File: src/rtl/spi_time_pkg.sv
// Shared constants, types and helpers for the SPI time-transfer slave.
package spi_time_pkg;

  localparam int unsigned BITS_PER_BYTE      = 8;
  localparam int unsigned BYTES_PER_FRAME    = 3;
  localparam int unsigned DEFAULT_MAX_HOURS  = 24;
  localparam int unsigned DEFAULT_MAX_MINSEC = 60;

  // Position of each field inside the received frame.
  localparam int unsigned HOURS_IDX   = 0;
  localparam int unsigned MINUTES_IDX = 1;
  localparam int unsigned SECONDS_IDX = 2;

  typedef logic [BITS_PER_BYTE-1:0] byte_t;

  typedef enum logic [1:0] {
    StIdle,
    StShift,
    StCheck,
    StDone
  } spi_state_e;

  // Unsigned range check of one received field against its exclusive limit.
  function automatic logic below_limit(input byte_t value, input int unsigned limit);
    return 32'(value) < limit;
  endfunction

endpackage

File: src/rtl/spi_time_slave_if.sv
// SPI pin bundle between the time-link master and the slave receiver.
interface spi_time_slave_if;

  logic scl;
  logic mosi;
  logic ss;
  logic miso;

  modport master (
    output scl,
    output mosi,
    output ss,
    input  miso
  );

  modport slave (
    input  scl,
    input  mosi,
    input  ss,
    output miso
  );

endinterface

File: src/rtl/sync_edge_det.sv
// Multi-flop synchronizer for an asynchronous pin plus registered rise/fall strobes.
module sync_edge_det #(
  parameter int unsigned SYNC_STAGES = 2,
  parameter logic        RESET_VAL   = 1'b0
) (
  input  logic clk_i,
  input  logic rst_i,
  input  logic d_i,
  output logic level_o,
  output logic rise_o,
  output logic fall_o
);

  logic [SYNC_STAGES-1:0] sync_q, sync_d;
  logic                   prev_q, prev_d;
  logic                   rise_q, rise_d;
  logic                   fall_q, fall_d;

  // Shift chain and edge compare against the previous synchronized level.
  always_comb begin
    sync_d = {sync_q[SYNC_STAGES-2:0], d_i};
    prev_d = sync_q[SYNC_STAGES-1];
    rise_d = sync_q[SYNC_STAGES-1] & ~prev_q;
    fall_d = ~sync_q[SYNC_STAGES-1] & prev_q;
  end

  // State registers; reset to the pin's idle level so no edge fires on release.
  always_ff @(posedge clk_i or posedge rst_i) begin
    if (rst_i) begin
      sync_q <= {SYNC_STAGES{RESET_VAL}};
      prev_q <= RESET_VAL;
      rise_q <= 1'b0;
      fall_q <= 1'b0;
    end else begin
      sync_q <= sync_d;
      prev_q <= prev_d;
      rise_q <= rise_d;
      fall_q <= fall_d;
    end
  end

  assign level_o = sync_q[SYNC_STAGES-1];
  assign rise_o  = rise_q;
  assign fall_o  = fall_q;

endmodule

File: src/rtl/spi_time_slave.sv
// SPI slave that receives an hours/minutes/seconds frame, range-checks it and
// commits all three fields atomically. Received bytes are echoed on miso one
// byte late for link checking.
module spi_time_slave
  import spi_time_pkg::*;
#(
  parameter int unsigned SYNC_STAGES = 2,
  parameter int unsigned MAX_HOURS   = DEFAULT_MAX_HOURS,
  parameter int unsigned MAX_MINSEC  = DEFAULT_MAX_MINSEC
) (
  input  logic                 clk,
  input  logic                 reset,
  spi_time_slave_if.slave      spi,
  output logic [7:0]           hours,
  output logic [7:0]           minutes,
  output logic [7:0]           seconds,
  output logic                 time_valid,
  output logic                 frame_error,
  output logic                 busy
);

  localparam logic [2:0] LastBit  = 3'(BITS_PER_BYTE - 1);
  localparam logic [1:0] LastByte = 2'(BYTES_PER_FRAME - 1);

  logic scl_rise, scl_fall, scl_level;
  logic ss_rise, ss_fall, ss_level;
  logic mosi_level, mosi_rise, mosi_fall;
  logic unused_edges;

  sync_edge_det #(
    .SYNC_STAGES (SYNC_STAGES),
    .RESET_VAL   (1'b0)
  ) u_sync_scl (
    .clk_i   (clk),
    .rst_i   (reset),
    .d_i     (spi.scl),
    .level_o (scl_level),
    .rise_o  (scl_rise),
    .fall_o  (scl_fall)
  );

  sync_edge_det #(
    .SYNC_STAGES (SYNC_STAGES),
    .RESET_VAL   (1'b0)
  ) u_sync_mosi (
    .clk_i   (clk),
    .rst_i   (reset),
    .d_i     (spi.mosi),
    .level_o (mosi_level),
    .rise_o  (mosi_rise),
    .fall_o  (mosi_fall)
  );

  // ss idles high, so its synchronizer resets high.
  sync_edge_det #(
    .SYNC_STAGES (SYNC_STAGES),
    .RESET_VAL   (1'b1)
  ) u_sync_ss (
    .clk_i   (clk),
    .rst_i   (reset),
    .d_i     (spi.ss),
    .level_o (ss_level),
    .rise_o  (ss_rise),
    .fall_o  (ss_fall)
  );

  assign unused_edges = ^{mosi_rise, mosi_fall, scl_level};

  spi_state_e state_q, state_d;
  logic [2:0] bit_cnt_q, bit_cnt_d;
  logic [1:0] byte_cnt_q, byte_cnt_d;
  byte_t      shift_q, shift_d;
  byte_t      echo_q, echo_d;
  logic       miso_q, miso_d;
  byte_t      stage_q [BYTES_PER_FRAME];
  byte_t      stage_d [BYTES_PER_FRAME];
  byte_t      hours_q, hours_d;
  byte_t      minutes_q, minutes_d;
  byte_t      seconds_q, seconds_d;
  logic       time_valid_q, time_valid_d;
  logic       frame_error_q, frame_error_d;
  byte_t      rx_byte;
  logic       frame_ok;

  // Byte completed by the current scl fall (MSB first).
  assign rx_byte  = {shift_q[BITS_PER_BYTE-2:0], mosi_level};
  assign frame_ok = below_limit(stage_q[HOURS_IDX], MAX_HOURS) &
                    below_limit(stage_q[MINUTES_IDX], MAX_MINSEC) &
                    below_limit(stage_q[SECONDS_IDX], MAX_MINSEC);

  // Next-state, shift/echo datapath and commit logic.
  always_comb begin
    state_d       = state_q;
    bit_cnt_d     = bit_cnt_q;
    byte_cnt_d    = byte_cnt_q;
    shift_d       = shift_q;
    echo_d        = echo_q;
    miso_d        = miso_q;
    stage_d       = stage_q;
    hours_d       = hours_q;
    minutes_d     = minutes_q;
    seconds_d     = seconds_q;
    time_valid_d  = 1'b0;
    frame_error_d = 1'b0;

    unique case (state_q)
      StIdle: begin
        bit_cnt_d  = '0;
        byte_cnt_d = '0;
        echo_d     = '0;
        miso_d     = 1'b0;
        if (ss_fall) begin
          state_d = StShift;
        end
      end

      StShift: begin
        if (ss_rise) begin
          // Master gave up mid-frame: drop everything received so far.
          frame_error_d = 1'b1;
          stage_d       = '{default: '0};
          state_d       = StIdle;
        end else begin
          if (scl_fall) begin
            shift_d   = rx_byte;
            bit_cnt_d = bit_cnt_q + 3'd1;
            if (bit_cnt_q == LastBit) begin
              stage_d[byte_cnt_q] = rx_byte;
              // Byte n goes out on miso while byte n+1 is shifted in.
              echo_d              = rx_byte;
              byte_cnt_d          = byte_cnt_q + 2'd1;
              if (byte_cnt_q == LastByte) begin
                state_d = StCheck;
              end
            end
          end
          if (scl_rise) begin
            miso_d = echo_q[BITS_PER_BYTE-1];
            echo_d = {echo_q[BITS_PER_BYTE-2:0], 1'b0};
          end
        end
      end

      StCheck: begin
        miso_d = 1'b0;
        if (frame_ok) begin
          hours_d      = stage_q[HOURS_IDX];
          minutes_d    = stage_q[MINUTES_IDX];
          seconds_d    = stage_q[SECONDS_IDX];
          time_valid_d = 1'b1;
        end else begin
          frame_error_d = 1'b1;
        end
        state_d = StDone;
      end

      StDone: begin
        // Trailing scl activity is ignored; leave once ss is seen high.
        miso_d = 1'b0;
        if (ss_level) begin
          state_d = StIdle;
        end
      end

      default: state_d = StIdle;
    endcase
  end

  // State registers.
  always_ff @(posedge clk or posedge reset) begin
    if (reset) begin
      state_q       <= StIdle;
      bit_cnt_q     <= '0;
      byte_cnt_q    <= '0;
      shift_q       <= '0;
      echo_q        <= '0;
      miso_q        <= 1'b0;
      stage_q       <= '{default: '0};
      hours_q       <= '0;
      minutes_q     <= '0;
      seconds_q     <= '0;
      time_valid_q  <= 1'b0;
      frame_error_q <= 1'b0;
    end else begin
      state_q       <= state_d;
      bit_cnt_q     <= bit_cnt_d;
      byte_cnt_q    <= byte_cnt_d;
      shift_q       <= shift_d;
      echo_q        <= echo_d;
      miso_q        <= miso_d;
      stage_q       <= stage_d;
      hours_q       <= hours_d;
      minutes_q     <= minutes_d;
      seconds_q     <= seconds_d;
      time_valid_q  <= time_valid_d;
      frame_error_q <= frame_error_d;
    end
  end

  assign spi.miso    = miso_q;
  assign hours       = hours_q;
  assign minutes     = minutes_q;
  assign seconds     = seconds_q;
  assign time_valid  = time_valid_q;
  assign frame_error = frame_error_q;
  assign busy        = (state_q == StShift);

endmodule

File: src/flat_wrapper.sv
// flat-port wrapper written by rule: the top's interface ports become plain ports
module spi_time_slave_flat import spi_time_pkg::*;
#(
  parameter int unsigned SYNC_STAGES = 2,
  parameter int unsigned MAX_HOURS   = DEFAULT_MAX_HOURS,
  parameter int unsigned MAX_MINSEC  = DEFAULT_MAX_MINSEC
)
  (clk, reset, hours, minutes, seconds, time_valid, frame_error, busy, spi_scl, spi_mosi, spi_ss, spi_miso);
  spi_time_slave_if spi_i ();
  input  logic clk;
  input  logic reset;
  output logic [7:0] hours;
  output logic [7:0] minutes;
  output logic [7:0] seconds;
  output logic time_valid;
  output logic frame_error;
  output logic busy;
  input wire logic [$bits(spi_i.scl)-1:0] spi_scl;
  input wire logic [$bits(spi_i.mosi)-1:0] spi_mosi;
  input wire logic [$bits(spi_i.ss)-1:0] spi_ss;
  output wire logic [$bits(spi_i.miso)-1:0] spi_miso;
  assign spi_i.scl = spi_scl;
  assign spi_i.mosi = spi_mosi;
  assign spi_i.ss = spi_ss;
  assign spi_miso = spi_i.miso;
  spi_time_slave #(.SYNC_STAGES(SYNC_STAGES), .MAX_HOURS(MAX_HOURS), .MAX_MINSEC(MAX_MINSEC)) u_core (.clk(clk), .reset(reset), .spi(spi_i), .hours(hours), .minutes(minutes), .seconds(seconds), .time_valid(time_valid), .frame_error(frame_error), .busy(busy));
endmodule
File: config.mk
export PLATFORM = sky130hd
export DESIGN_NAME = spi_time_slave_flat
export DESIGN_NICKNAME = d
export VERILOG_FILES = /design/src/rtl/spi_time_pkg.sv /design/src/rtl/spi_time_slave_if.sv /design/src/rtl/sync_edge_det.sv /design/src/rtl/spi_time_slave.sv /design/src/flat_wrapper.sv
export SDC_FILE = /design/constraint.sdc
export NUM_CORES = 1
export LEC_CHECK = 0
export ABC_AREA = 1
export CORE_MARGIN = 1.5
export CORE_UTILIZATION = 40
export CTS_CLUSTER_DIAMETER = 120
export DETAILED_ROUTE_END_ITERATION = 16
export PLACE_DENSITY = 0.7
export REMOVE_ABC_BUFFERS = 1
export SYNTH_ARGS = -nofsm -noshare
export SYNTH_HDL_FRONTEND = slang
export SYNTH_SLANG_ARGS = --single-unit
File: constraint.sdc
create_clock -name clk -period 2.71 [get_ports clk]
set_clock_uncertainty 0.2 [all_clocks]
set_input_delay 0.271 -clock clk [delete_from_list [all_inputs] [get_ports clk]]
set_output_delay 0.271 -clock clk [all_outputs]
set_load 0.02 [all_outputs]
==> Yosys cells after proc, flatten, opt, wreduce, memory -nomap -nowiden <==
Index checks and enable logic that the tools add are counted.
W data, S select, Z words.
{ "totals": {"regBits": 85, "inputBits": 5, "output_inout_bits": 28} }
{ "op_classes": {"addsub": 2, "n_lt_le_gt_ge": 5, "eq_ne": 16, "n_mux": 33, "bitwise": 12, "n_reduce_logical": 14} }
{ "op_table": {"columns": ["op", "n"], "rows": [
  ["$mux W24", 3],
  ["$mux W8", 5],
  ["$bwmux W24", 1],
  ["$mux W2", 9],
  ["$demux W8 S2", 1],
  ["$lt A8 B6 Y1 const B", 2],
  ["$pmux W8 S2", 1],
  ["$ne A3 B1 Y1 const B", 5],
  ["$reduce_and A3 Y1", 3],
  ["$lt A8 B5 Y1 const B", 1],
  ["$pmux W2 S4", 1],
  ["$reduce_and A4 Y1", 2],
  ["$and A1 B1 Y1", 6],
  ["$eq A2 B2 Y1 const B", 3],
  ["$mux W1", 6],
  ["$mux W3", 2],
  ["$ne A2 B1 Y1 const B", 3],
  ["$ne A2 B2 Y1 const B", 3],
  ["$pmux W3 S2", 1],
  ["$reduce_bool A2 Y1", 3],
  ["$not A1 Y1", 5],
  ["$reduce_and A5 Y1", 1],
  ["$pmux W1 S2", 2],
  ["$pmux W2 S2", 1],
  ["11 further kinds", 12]
]} }

==> Logic depth before layout (Yosys ltp) <==
Gate-level depths: netlist (run 1).
{ "depth": {"word_depth": 9, "depth_mapped": 10, "depth_no_buf": 9} }

==> Modules after synthesis <==
Synthesis (run 1) repeated with hierarchy kept, for this count alone.
{ "hier_totals": {"cells_unflattened": 382, "area_unflattened_um2": 3649.8} }
{ "by_module_without_submodules": {"columns": ["module", "instances", "cells_each", "area_per_inst_um2", "seq_area_each_um2"], "rows": [
  ["spi_time_slave", 1, 352, 3214.3, 1826.8],
  ["sync_edge_det at u_core.u_sync_mosi ...", 2, 10, 143.9, 125.1],
  ["sync_edge_det at u_core.u_sync_ss", 1, 10, 147.6, 128.9]
]} }

==> Least setup slack after synthesis (run 1) <==
Ideal clock, no wire load.
{ "synth_timing": {"kind": "register to register", "startpoint": "register with a tool-made name", "endpoint": "register u_core.byte_cnt_q[1]", "t_arrival_ns": 1.515, "required_ns": 2.384, "path_slack_ns": 0.870, "path_stages_with_launch": 11, "path_buffers": 1, "path_cell_list": "dfrtp_1 > inv_1 > ha_1 > buf_6 > nand2_2 > inv_2 > nand2_2 > o21ai_2 > o21ai_2 > nand2_1 > o21ai_0"} }
{ "synth_lines": {"columns": ["element", "line", "rtl"], "rows": [
  ["end signal, assigned", "spi_time_slave.sv:187", "byte_cnt_q <= byte_cnt_d;"],
  ["end, declared", "spi_time_slave.sv:71", "logic [1:0] byte_cnt_q, byte_cnt_d;"]
]} }

==> results of run 1 <==
registers in the layout, indices dropped and copies added (netlist names), 2 cells and up, named ones only:
name	count
u_core.bit_cnt_q	3
u_core.byte_cnt_q	2
u_core.echo_q	8
u_core.hours	8
u_core.minutes	8
u_core.seconds	8
u_core.shift_q	7
u_core.stage_q	24
u_core.u_sync_mosi.sync_q	2
u_core.u_sync_scl.sync_q	2
u_core.u_sync_ss.sync_q	2
through the flow:
step | cells | area (µm²)
floorplan | 365 | 3460
global placement | 510 | 3960
detailed placement | 510 | 3960
CTS | 526 | 4170
global route | 526 | 4170
finish | 526 | 4170
cells in the mapped netlist:
master	count
sky130_fd_sc_hd__nor2_4	2
sky130_fd_sc_hd__dfstp_2	3
sky130_fd_sc_hd__nand4_1	2
sky130_fd_sc_hd__inv_1	49
sky130_fd_sc_hd__nor2_2	1
sky130_fd_sc_hd__ha_1	10
sky130_fd_sc_hd__buf_2	6
sky130_fd_sc_hd__nand3_2	1
sky130_fd_sc_hd__nor2_1	14
sky130_fd_sc_hd__a21oi_1	3
sky130_fd_sc_hd__inv_2	2
sky130_fd_sc_hd__buf_4	1
sky130_fd_sc_hd__nand2_2	3
sky130_fd_sc_hd__a32o_1	1
sky130_fd_sc_hd__nand2_1	105
sky130_fd_sc_hd__clkbuf_1	3
sky130_fd_sc_hd__a22oi_4	1
sky130_fd_sc_hd__buf_6	2
sky130_fd_sc_hd__nand3_1	29
sky130_fd_sc_hd__o22ai_1	6
sky130_fd_sc_hd__o21ai_2	2
sky130_fd_sc_hd__dfrtp_1	82
sky130_fd_sc_hd__o21ai_0	45
sky130_fd_sc_hd__o21ai_1	4
area by class of cell:
class / count / area, µm² / share of cell area
Clock buffer: 13 / 139 / 0.0333
Clock inverter: 3 / 65.1 / 0.0156
Inverter: 51 / 193 / 0.0462
Multi-Input combinational cell: 229 / 1130 / 0.272
Sequential cell: 85 / 2130 / 0.511
Tap cell: 108 / 135 / 0.0324
Timing Repair Buffer: 37 / 370 / 0.0889
power breakdown:
part	internal [mW]	switching [mW]
Clock	0.520	0.420
Combinational	0.232	0.543
Sequential	1.40	0.122
cells in the final DEF, fill, tap and decap left out, drive strengths merged, types with 5 or more instances in the layout:
master,netlist,layout
nand2,108,108
dfrtp,82,82
o21ai,51,51
inv,51,50
clkdlybuf4s50,0,32
nand3,30,30
nor2,17,17
clkbuf,3,13
ha,10,10
o22ai,6,6
buf,9,5
cells by family (layout without fill, tap and decap cells):
group | count (synthesis) | in the layout | synth area share
compound gates | 62 | 62 | 0.0983
fa+ha+maj | 10 | 10 | 0.0355
buf+inv | 63 | 104 | 0.0745
flops | 85 | 85 | 0.604
simple gates | 157 | 157 | 0.188
worst min-delay path by stage:
stage / cells after the start / slack (ns) / start / to
finish: 2 / 0.13 / reset / u_core.u_sync_mosi.sync_q[0]$_DFF_PP0_
global placement: 0 / 0.13 / u_core.u_sync_mosi.sync_q[0]$_DFF_PP0_ / u_core.u_sync_mosi.sync_q[1]$_DFF_PP0_
floorplan: 0 / 0.08 / spi_ss / u_core.u_sync_ss.sync_q[0]$_DFF_PP1_
CTS: 1 / 0.13 / spi_ss / u_core.u_sync_ss.sync_q[0]$_DFF_PP1_
global route: 1 / 0.12 / spi_ss / u_core.u_sync_ss.sync_q[0]$_DFF_PP1_
detailed placement: 0 / 0.14 / u_core.u_sync_mosi.sync_q[0]$_DFF_PP0_ / u_core.u_sync_mosi.sync_q[1]$_DFF_PP0_
layer usage:
layer  track usage  wire [µm]
met5             0          0
met2         0.245       3270
met3        0.0340        219
met4        0.0725        108
met1         0.197       3120
worst max-delay path, stage by stage (launching register included):
cell                              delay, ns
sky130_fd_sc_hd__dfrtp_1               0.41
sky130_fd_sc_hd__inv_1                 0.11
sky130_fd_sc_hd__ha_1                  0.42
sky130_fd_sc_hd__clkdlybuf4s50_1       0.68
==> summary.md, run 1 <==
| Metric | Value |
|---|---|
| Status | completed |
| Antenna diodes | 0 |
| Worst hold margin | 0.132 ns |
| Synth Area per Inst | 9.36 µm² |
| Number of failing setup endpoints in the final timing report | 0 |
| Sum of routed wire length over all layers | 6.72 mm |
| Share of the clock period used by the worst path | 0.903 |
| Path type of the worst setup path | flip-flop to primary output |
| Number of global-route vias before repair | 2467 |
| Worst-case setup margin in the final layout | 0.264 ns |
| Core Util, Final | 0.482 |
| Power density cells | 777 nW/µm² |
| Library cell occupying the most area in the post-synthesis netlist | sky130_fd_sc_hd__dfrtp_1 |
| Number of gates resized after CTS | 0 |
| Post-DR wirelength/cell | 12.8 µm |
| Critical path startpoint category | flip-flop |
| Static power due to leakage | 2.09 nW |
| Number of cell rows | 34 |
| Synthesis-to-layout area growth | 18.1% |
| R2R Path End | u_core.byte_cnt_q[1]$_DFFE_PP0P_ |
| Number of instances in the synthesized netlist | 377 |
| Starting Density | 0.408 |
| Pin count of the biggest net entering global routing | 41 |
| Antenna-violating nets left | 0 |
| H-tree levels | 3 |
| Share of synthesized area occupied by flip-flops and latches | 0.604 |
| Maximum achievable frequency | 409 MHz |
| Number of buffers added for setup after CTS | 0 |
| Hold Fails Final Rpt | 0 |
| Clock root buffer master | sky130_fd_sc_hd__clkbuf_8 |
| Global-route congestion overflow total | 0 |
| Count of fill cells added during filler insertion | 800 |
| Clock sink count | 85 |
| Critical path required time | 2.24 ns |
| Count of buffers inserted at the top-level ports | 32 |
| Capture point of the worst path | busy |
| Type of the most critical hold path | input pin to async pin |
| Die Ht | 96.9 µm |
| Buffers from clock root to sink, at most | 2 |
| Antenna violations before repair | 0 |
| DRC violations left | 0 |
| Seq cells post-synth | 85 |
| Horizontal extent of the die | 96.9 µm |
| Fraction of final layout cells with drive strength greater than 1 | 0.0789 |
| Drt pass-1 iters | 5 |
| Placement Setup Slack | 0.565 ns |
| Worst-path fanout max | 10 |
| Clock insertion delay at the later pin of the skew report | 0.35 ns |
| Number of pins with negative max-slew slack in the final report | 0 |
| Area contributors post-synth | sky130_fd_sc_hd__dfrtp_1 (58%), sky130_fd_sc_hd__nand2_1 (11%), sky130_fd_sc_hd__o21ai_0 (6.4%), sky130_fd_sc_hd__inv_1 (5.2%), sky130_fd_sc_hd__nand3_1 (4.1%) |
| Final TNS setup | 0 ns |
| Worst ir drop on vdd | 0.000295 V |
| Netlist area before placement | 3530 µm² |
| Register clock-pin slew on the reported worst setup and hold paths | 0.08 ns |
| Yosys warnings | 0 |
| Synth top area share | 0.582 |
| Wire length of the first global-routing pass | 11.5 mm |
| Final weighted congestion in routability-driven placement | 0.856 |
| Layout Nets | 428 |
| Floorplan Core Area | 8640 µm² |
| Global routing usage summed across all routing layers | 0.153 |
| DR vias | 2516 |
| Setup slack on the worst flop-to-flop path | 0.57 ns |
| Library cells used by synthesis | 24 |
| Total half-perimeter wirelength after legalization and detailed placement | 4.59 mm |
| TritonCTS clock tree | built |
| Number of clock buffers inserted by TritonCTS | 9 |
| Worst relative slew slack | 0.523 |
| Unrepaired setup endpoints after global routing | no |
| Hold Buf Count CTS | 0 |
| Count of cells along the worst register-to-register path | 9 |
| Number of maximum-capacitance constraint violations | 0 |
| CP endpoint kind | primary output |
| Least-Margin Pin Slew | 0.715 ns |
| CP Data Arrival Time | 1.98 ns |
| Vias per cell | 4.78 |
| Count of boundary I/O pins | 33 |
| Initial drt markers | 141 |
| Minimum period implied by the final worst setup slack | 2.45 ns |
| Overall power after layout | 3.24 mW |
| Die footprint | 9390 µm² |
Note: power is estimated with default switching activity, not from simulation.
==> run 2: changes to the inputs <==
Settings changed: PLACE_DENSITY 0.7 to unset, SKIP_LAST_GASP set to 1, SLEW_MARGIN set to 15.
==> run 2 against run 1 <==
Worst setup slack worse by 0.015 ns. Via count is 0.20% higher. Final cell count shrank 0.57%. Highest routed layer unchanged.
==> summary.md, run 2 (same netlist as run 1, synthesis figures left out) <==
| Metric | Value |
|---|---|
| Critical path's top delay family | buffers and inverters (unchanged) |
| Worst-case setup margin in the final layout | 0.249 ns (was 0.264 ns) |
| Final TNS setup | 0 ns (unchanged) |
| Most common library cell in the layout ignoring fill and taps | sky130_fd_sc_hd__nand2_1 (unchanged) |
| Critical path required time | 2.24 ns (about the same) |
| Synthesis-to-layout area growth | 17.1% (was 18.1%) |
| Number of clock buffers inserted by TritonCTS | 9 (unchanged) |
| Static power due to leakage | 2.06 nW (was 2.09 nW) |
| Hold path endpoint | u_core.u_sync_ss.sync_q[0]$_DFF_PP1_ |
| Path type of the worst setup path | flip-flop to primary output (unchanged) |
| Sequential cell fraction of total power | 0.486 (was 0.470) |
| Wire length of the first global-routing pass | 11.5 mm (about the same) |
| Hold Buf Count CTS | 0 (unchanged) |
| Launch point of the worst hold path | spi_ss |
| Clock share of power | 0.273 (was 0.291) |
| Die Ht | 96.9 µm (unchanged) |
| NetSw | 1.07 mW (was 1.08 mW) |
| Count of cells along the worst register-to-register path | 9 (unchanged) |
| Number of cell rows | 34 (unchanged) |
| Worst ir drop on vdd | 0.000279 V (was 0.000295 V) |
| Vias per cell | 4.82 (was 4.78) |
| Power share of the combinational group | 0.241 (was 0.239) |
| Proportion of total power due to net switching | 0.343 (was 0.335) |
| Number of maximum-capacitance constraint violations | 0 (unchanged) |
| Area post-placement | 3950 µm² (was 3960 µm²) |
| Pin count of the biggest net entering global routing | 86 (was 41) |
| Global routing usage summed across all routing layers | 0.152 (was 0.153) |
| Worst-path cell with the longest stage delay | sky130_fd_sc_hd__clkdlybuf4s50_1 (unchanged) |
| Clock sink count | 85 (unchanged) |
| Placement Setup Slack | 0.575 ns (was 0.565 ns) |
| Worst-path fanout max | 10 (unchanged) |
| Number of global-route vias before repair | 2520 (was 2467) |
| Setup slack on the worst flop-to-flop path | 0.57 ns (about the same) |
| Global-route congestion overflow total | 0 (unchanged) |
| Slowest Stage Delay on Critical Path | 0.68 ns (about the same) |
| Cell-by-cell listing of the critical path | inv_1 -> ha_1 -> clkdlybuf4s50_1 (unchanged) |
| Least-Margin Pin Slew | 0.493 ns (was 0.715 ns) |
| Antenna-violating nets left | 0 (unchanged) |
| Clock root buffer master | sky130_fd_sc_hd__clkbuf_8 (unchanged) |
| CP endpoint kind | primary output (unchanged) |
| Count of buffers inserted at the top-level ports | 32 (unchanged) |
| Count of boundary I/O pins | 33 (unchanged) |
| Minimum period implied by the final worst setup slack | 2.46 ns (was 2.45 ns) |
| H-tree levels | 3 (unchanged) |
| Antenna violations before repair | 0 (unchanged) |
| Power density cells | 755 nW/µm² (was 777 nW/µm²) |
| Total half-perimeter wirelength after legalization and detailed placement | 4.38 mm (was 4.59 mm) |
| Register clock-pin slew on the reported worst setup and hold paths | 0.08 ns (about the same) |
| DRC violations left | 0 (unchanged) |
| Number of gates resized after CTS | 0 (unchanged) |
| Post-DR wirelength/cell | 12.3 µm (was 12.8 µm) |
| Overall power after layout | 3.12 mW (was 3.24 mW) |
| Buffers from clock root to sink, at most | 2 (unchanged) |
| Largest register FFs | 24 (unchanged) |
| Maximum achievable frequency | 406 MHz (was 409 MHz) |
| Die footprint | 9390 µm² (unchanged) |
| Floorplan Core Area | 8640 µm² (unchanged) |
| Post-Layout Cell Count | 523 (was 526) |
| Unrepaired setup endpoints after global routing | no (unchanged) |
| Layout Nets | 426 (was 428) |
| Hold path cells | 1 |
| Number of failing setup endpoints in the final timing report | 0 (unchanged) |
| TritonCTS clock tree | built (unchanged) |
| Sum of buffers and inverters on the critical path | 2 (unchanged) |
| Final weighted congestion in routability-driven placement | 0.825 (was 0.856) |
| Clock insertion delay at the later pin of the skew report | 0.35 ns (about the same) |
| Sum of routed wire length over all layers | 6.41 mm (was 6.72 mm) |
| CP Data Arrival Time | 1.99 ns (was 1.98 ns) |
| Fraction of final layout cells with drive strength greater than 1 | 0.0771 (was 0.0789) |
| DR vias | 2521 (was 2516) |
| Hold Fails Final Rpt | 0 (unchanged) |
| Critical path startpoint category | flip-flop (unchanged) |
| Most flop-heavy register | u_core.stage_q (unchanged) |
| Internal power | 2.05 mW (was 2.15 mW) |
| Core Util, Final | 0.478 (was 0.482) |
| Commonest non-fill, non-tap cells in the layout | sky130_fd_sc_hd__nand2_1 (105), sky130_fd_sc_hd__dfrtp_1 (82), sky130_fd_sc_hd__inv_1 (48) (unchanged) |
| Horizontal extent of the die | 96.9 µm (unchanged) |
| Number of pins with negative max-slew slack in the final report | 0 (unchanged) |
| Worst relative slew slack | 0.669 (was 0.523) |
| Final design instance area without fill | 4130 µm² (was 4170 µm²) |
| Type of the most critical hold path | input pin to flip-flop (was input pin to async pin) |
| Number of buffers added for setup after CTS | 0 (unchanged) |
| Worst hold margin | 0.124 ns (was 0.132 ns) |
| Drt pass-1 iters | 4 (was 5) |
| Starting Density | 0.408 (unchanged) |
| Share of the clock period used by the worst path | 0.908 (was 0.903) |
| Number of instances in the placed design | 508 (was 510) |
| Antenna diodes | 0 (unchanged) |
| R2R Path End | u_core.byte_cnt_q[1]$_DFFE_PP0P_ (unchanged) |
| Status | completed (unchanged) |
| Initial drt markers | 161 (was 141) |
==> run 2: cell count changes in the layout (fill, tap and decap cells not counted), sizes merged <==
| cell | change |
|---|---|
| clkbuf | -2 |
| buf | -2 |
| clkinvlp | +2 |
| bufinv | -1 |
==> run 2: layout make-up <==
cell class / instances / area (µm²)
repair buffers: 35 / 355
clock buffers: 11 / 131
multi-input cells: 229 / 1130
fillers: 832 / 4510
clock inverters: 4 / 50.0
flip-flops and latches: 85 / 2130
well taps: 108 / 135
inverters: 51 / 193
==> run 2: how the worst max path moves through the flow <==
stage,endpoint,slack (ns),cells past startpoint
floorplan,async pin,0.05,1
CTS,busy,0.24,3
finish,busy,0.25,3
detailed placement,u_core.byte_cnt_q[1]$_DFFE_PP0P_,0.57,9
global placement,busy,0.68,3
global route,busy,0.15,3
==> run 2: per-layer routing <==
metal | up-vias | wire, µm | GRT usage
li1 | 1265 | - | -
met1 | 1200 | 3160 | 0.201
met2 | 45 | 2900 | 0.239
met3 | 11 | 194 | 0.0311
met4 | 0 | 162 | 0.0758
met5 | - | 0 | 0
==> run 2: power groups by stage <==
stage | logic [mW] | registers (mW) | clock network (mW)
2_1_floorplan | 0.552 | 1.51 | 0
3_3_place_gp | 0.755 | 1.53 | 0
3_5_place_dp | 0.762 | 1.54 | 0
4_1_cts | 0.766 | 1.51 | 0.879
5_1_grt | 0.869 | 1.53 | 0.931
6_report | 0.753 | 1.51 | 0.849
==> run 3: changes to the inputs <==
Settings changed: CORE_ASPECT_RATIO set to 1.75, MAX_ROUTING_LAYER set to met4.
==> run 3 against run 2 <==
Design area up 3.5%. Wire length rose by 9.5%. Critical path type unchanged. Flip-flop and latch count is the same. Power up 15%. Worst hold slack got worse by 0.066 ns. Via count up 1.4%. Register-to-register slack barely moved. Sequential share of layout area is 1.7 points lower. Sequential power about the same. Highest routed layer unchanged. Clock power rose by 52%. Fmax is 1.0% higher. Worst setup slack improved by 0.025 ns.
==> summary.md, run 3 (same netlist as run 1, synthesis figures left out) <==
| Metric | Value |
|---|---|
| Count of fill cells added during filler insertion | 854 (was 832) |
| Drt pass-1 iters | 5 (was 4) |
| Count of buffers inserted at the top-level ports | 32 (unchanged) |
| Initial drt markers | 156 (was 161) |
| Worst ir drop on vdd | 0.000441 V (was 0.000279 V) |
| CP Data Arrival Time | 1.96 ns (was 1.99 ns) |
| Overall power after layout | 3.59 mW (was 3.12 mW) |
| Total half-perimeter wirelength after legalization and detailed placement | 5.06 mm (was 4.38 mm) |
| Starting Density | 0.409 (was 0.408) |
| Final weighted congestion in routability-driven placement | 0.867 (was 0.825) |
| Final design instance area without fill | 4270 µm² (was 4130 µm²) |
| Footprint of the flip-flops and latches | 2130 µm² (unchanged) |
| Count of cells along the worst register-to-register path | 9 (unchanged) |
| Status | completed (unchanged) |
| Register clock-pin slew on the reported worst setup and hold paths | 0.06 ns (was 0.08 ns) |
| Wire length of the first global-routing pass | 12.1 mm (was 11.5 mm) |
| Count of boundary I/O pins | 33 (unchanged) |
| DRC violations left | 0 (unchanged) |
| Final TNS setup | 0 ns (unchanged) |
| Sum of routed wire length over all layers | 7.02 mm (was 6.41 mm) |
| Cell-by-cell listing of the critical path | inv_1 -> ha_1 -> clkdlybuf4s50_1 (unchanged) |
| DR vias | 2557 (was 2521) |
| Power density cells | 839 nW/µm² (was 755 nW/µm²) |
| Buffers from clock root to sink, at most | 2 (unchanged) |
| R2R Path End | u_core.byte_cnt_q[1]$_DFFE_PP0P_ (unchanged) |
| Die Ht | 127 µm (was 96.9 µm) |
| Antenna diodes | 0 (unchanged) |
| CP endpoint kind | primary output (unchanged) |
| Critical path required time | 2.24 ns (about the same) |
| Number of pins with negative max-slew slack in the final report | 0 (unchanged) |
| Vias per cell | 4.81 (was 4.82) |
| Layout Nets | 426 (unchanged) |
| Number of failing setup endpoints in the final timing report | 0 (unchanged) |
| H-tree levels | 3 (unchanged) |
| Unrepaired setup endpoints after global routing | no (unchanged) |
| Worst-case setup margin in the final layout | 0.274 ns (was 0.249 ns) |
| Share of the clock period used by the worst path | 0.899 (was 0.908) |
| Number of maximum-capacitance constraint violations | 0 (unchanged) |
| Maximum achievable frequency | 411 MHz (was 406 MHz) |
| Floorplan Core Area | 8610 µm² (was 8640 µm²) |
| Number of instances in the placed design | 517 (was 508) |
| Critical path startpoint category | flip-flop (unchanged) |
| Antenna violations before repair | 0 (unchanged) |
| Worst-path cell with the longest stage delay | sky130_fd_sc_hd__clkdlybuf4s50_1 (unchanged) |
| Hold Buf Count CTS | 0 (unchanged) |
| Most common library cell in the layout ignoring fill and taps | sky130_fd_sc_hd__nand2_1 (unchanged) |
| Global-route congestion overflow total | 0 (unchanged) |
| Post-DR wirelength/cell | 13.2 µm (was 12.3 µm) |
| Number of buffers added for setup after CTS | 0 (unchanged) |
| Clock insertion delay at the later pin of the skew report | 0.33 ns (was 0.35 ns) |
| Antenna-violating nets left | 0 (unchanged) |
| Type of the most critical hold path | input pin to async pin (was input pin to flip-flop) |
| Static power due to leakage | 2.12 nW (was 2.06 nW) |
| Number of clock buffers inserted by TritonCTS | 9 (unchanged) |
| Worst relative slew slack | 0.646 (was 0.669) |
| Fraction of final layout cells with drive strength greater than 1 | 0.0819 (was 0.0771) |
| Horizontal extent of the die | 74.0 µm (was 96.9 µm) |
| Worst hold margin | 0.0576 ns (was 0.124 ns) |
| Least-Margin Pin Slew | 0.529 ns (was 0.493 ns) |
| Synthesis-to-layout area growth | 21.1% (was 17.1%) |
| Setup slack on the worst flop-to-flop path | 0.57 ns (about the same) |
| Slowest Stage Delay on Critical Path | 0.69 ns (was 0.68 ns) |
| Area occupied by multi-input gates | 1130 µm² (unchanged) |
| Clock root buffer master | sky130_fd_sc_hd__clkbuf_16 (was sky130_fd_sc_hd__clkbuf_8) |
| Minimum period implied by the final worst setup slack | 2.44 ns (was 2.46 ns) |
| Clock sink count | 85 (unchanged) |
| Path type of the worst setup path | flip-flop to primary output (unchanged) |
| Core Util, Final | 0.496 (was 0.478) |
| Number of gates resized after CTS | 0 (unchanged) |
| Worst-path fanout max | 10 (unchanged) |
| Hold Fails Final Rpt | 0 (unchanged) |
| Number of global-route vias before repair | 2535 (was 2520) |
| Critical path's top delay family | buffers and inverters (unchanged) |
| Pin count of the biggest net entering global routing | 60 (was 86) |
| Die footprint | 9410 µm² (was 9390 µm²) |
| Largest register FFs | 24 (unchanged) |
| Commonest non-fill, non-tap cells in the layout | sky130_fd_sc_hd__nand2_1 (105), sky130_fd_sc_hd__dfrtp_1 (82), sky130_fd_sc_hd__inv_1 (48) (unchanged) |
| Post-Layout Cell Count | 532 (was 523) |
| Global routing usage summed across all routing layers | 0.175 (was 0.152) |
| Sum of buffers and inverters on the critical path | 2 (unchanged) |
| Placement Setup Slack | 0.600 ns (was 0.575 ns) |
| Number of cell rows | 45 (was 34) |
| TritonCTS clock tree | built (unchanged) |
| Area post-placement | 3960 µm² (was 3950 µm²) |
| Most flop-heavy register | u_core.stage_q (unchanged) |
[run 3: worst max-delay path by stage]
stage	startpoint	end	cells after the start
after global placement	flip-flop	u_core.byte_cnt_q[1]$_DFFE_PP0P_	9
after floorplan	reset	async pin	1
after detailed placement	flip-flop	u_core.byte_cnt_q[1]$_DFFE_PP0P_	9
final	flip-flop	busy	3
after global routing	flip-flop	busy	3
after CTS	flip-flop	busy	3
[run 3: cell type report]
| cell class | instances | area share |
|---|---|---|
| Timing Repair Buffer | 35 | 0.0832 |
| Tap cell | 117 | 0.0343 |
| Inverter | 51 | 0.0451 |
| Clock buffer | 9 | 0.0527 |
| Multi-Input combinational cell | 229 | 0.265 |
| Sequential cell | 85 | 0.499 |
| Clock inverter | 6 | 0.0208 |
[run 3: worst reg2reg max path: cells and delay by family, from the launching register on]
kind	cells	cell delay, ns
AO/OA/AOI/OAI	3	0.35
flip-flops	1	0.41
adder cells (fa/ha/maj)	1	0.43
buffers and inverters	2	0.24
AND/OR/NAND/NOR	3	0.42
[run 3: report_power, final]
| group | internal [mW] | switching, mW | leakage (nW) | total (mW) |
|---|---|---|---|---|
| Clock | 0.801 | 0.491 | 0.147 | 1.29 |
| Sequential | 1.40 | 0.117 | 1.15 | 1.52 |
| Combinational | 0.229 | 0.547 | 0.829 | 0.775 |
| Total | 2.43 | 1.15 | 2.12 | 3.59 |
[run 3: metal layers]
layer  wire length [µm]  vias up  global-route usage  share of wire
li1                   -     1264                   -              -
met1               2780     1241               0.190           0.40
met2               3870       42               0.297           0.55
met3                170       10              0.0379          0.024
met4                194        0              0.0806          0.028
met5                  0        -                   -              0
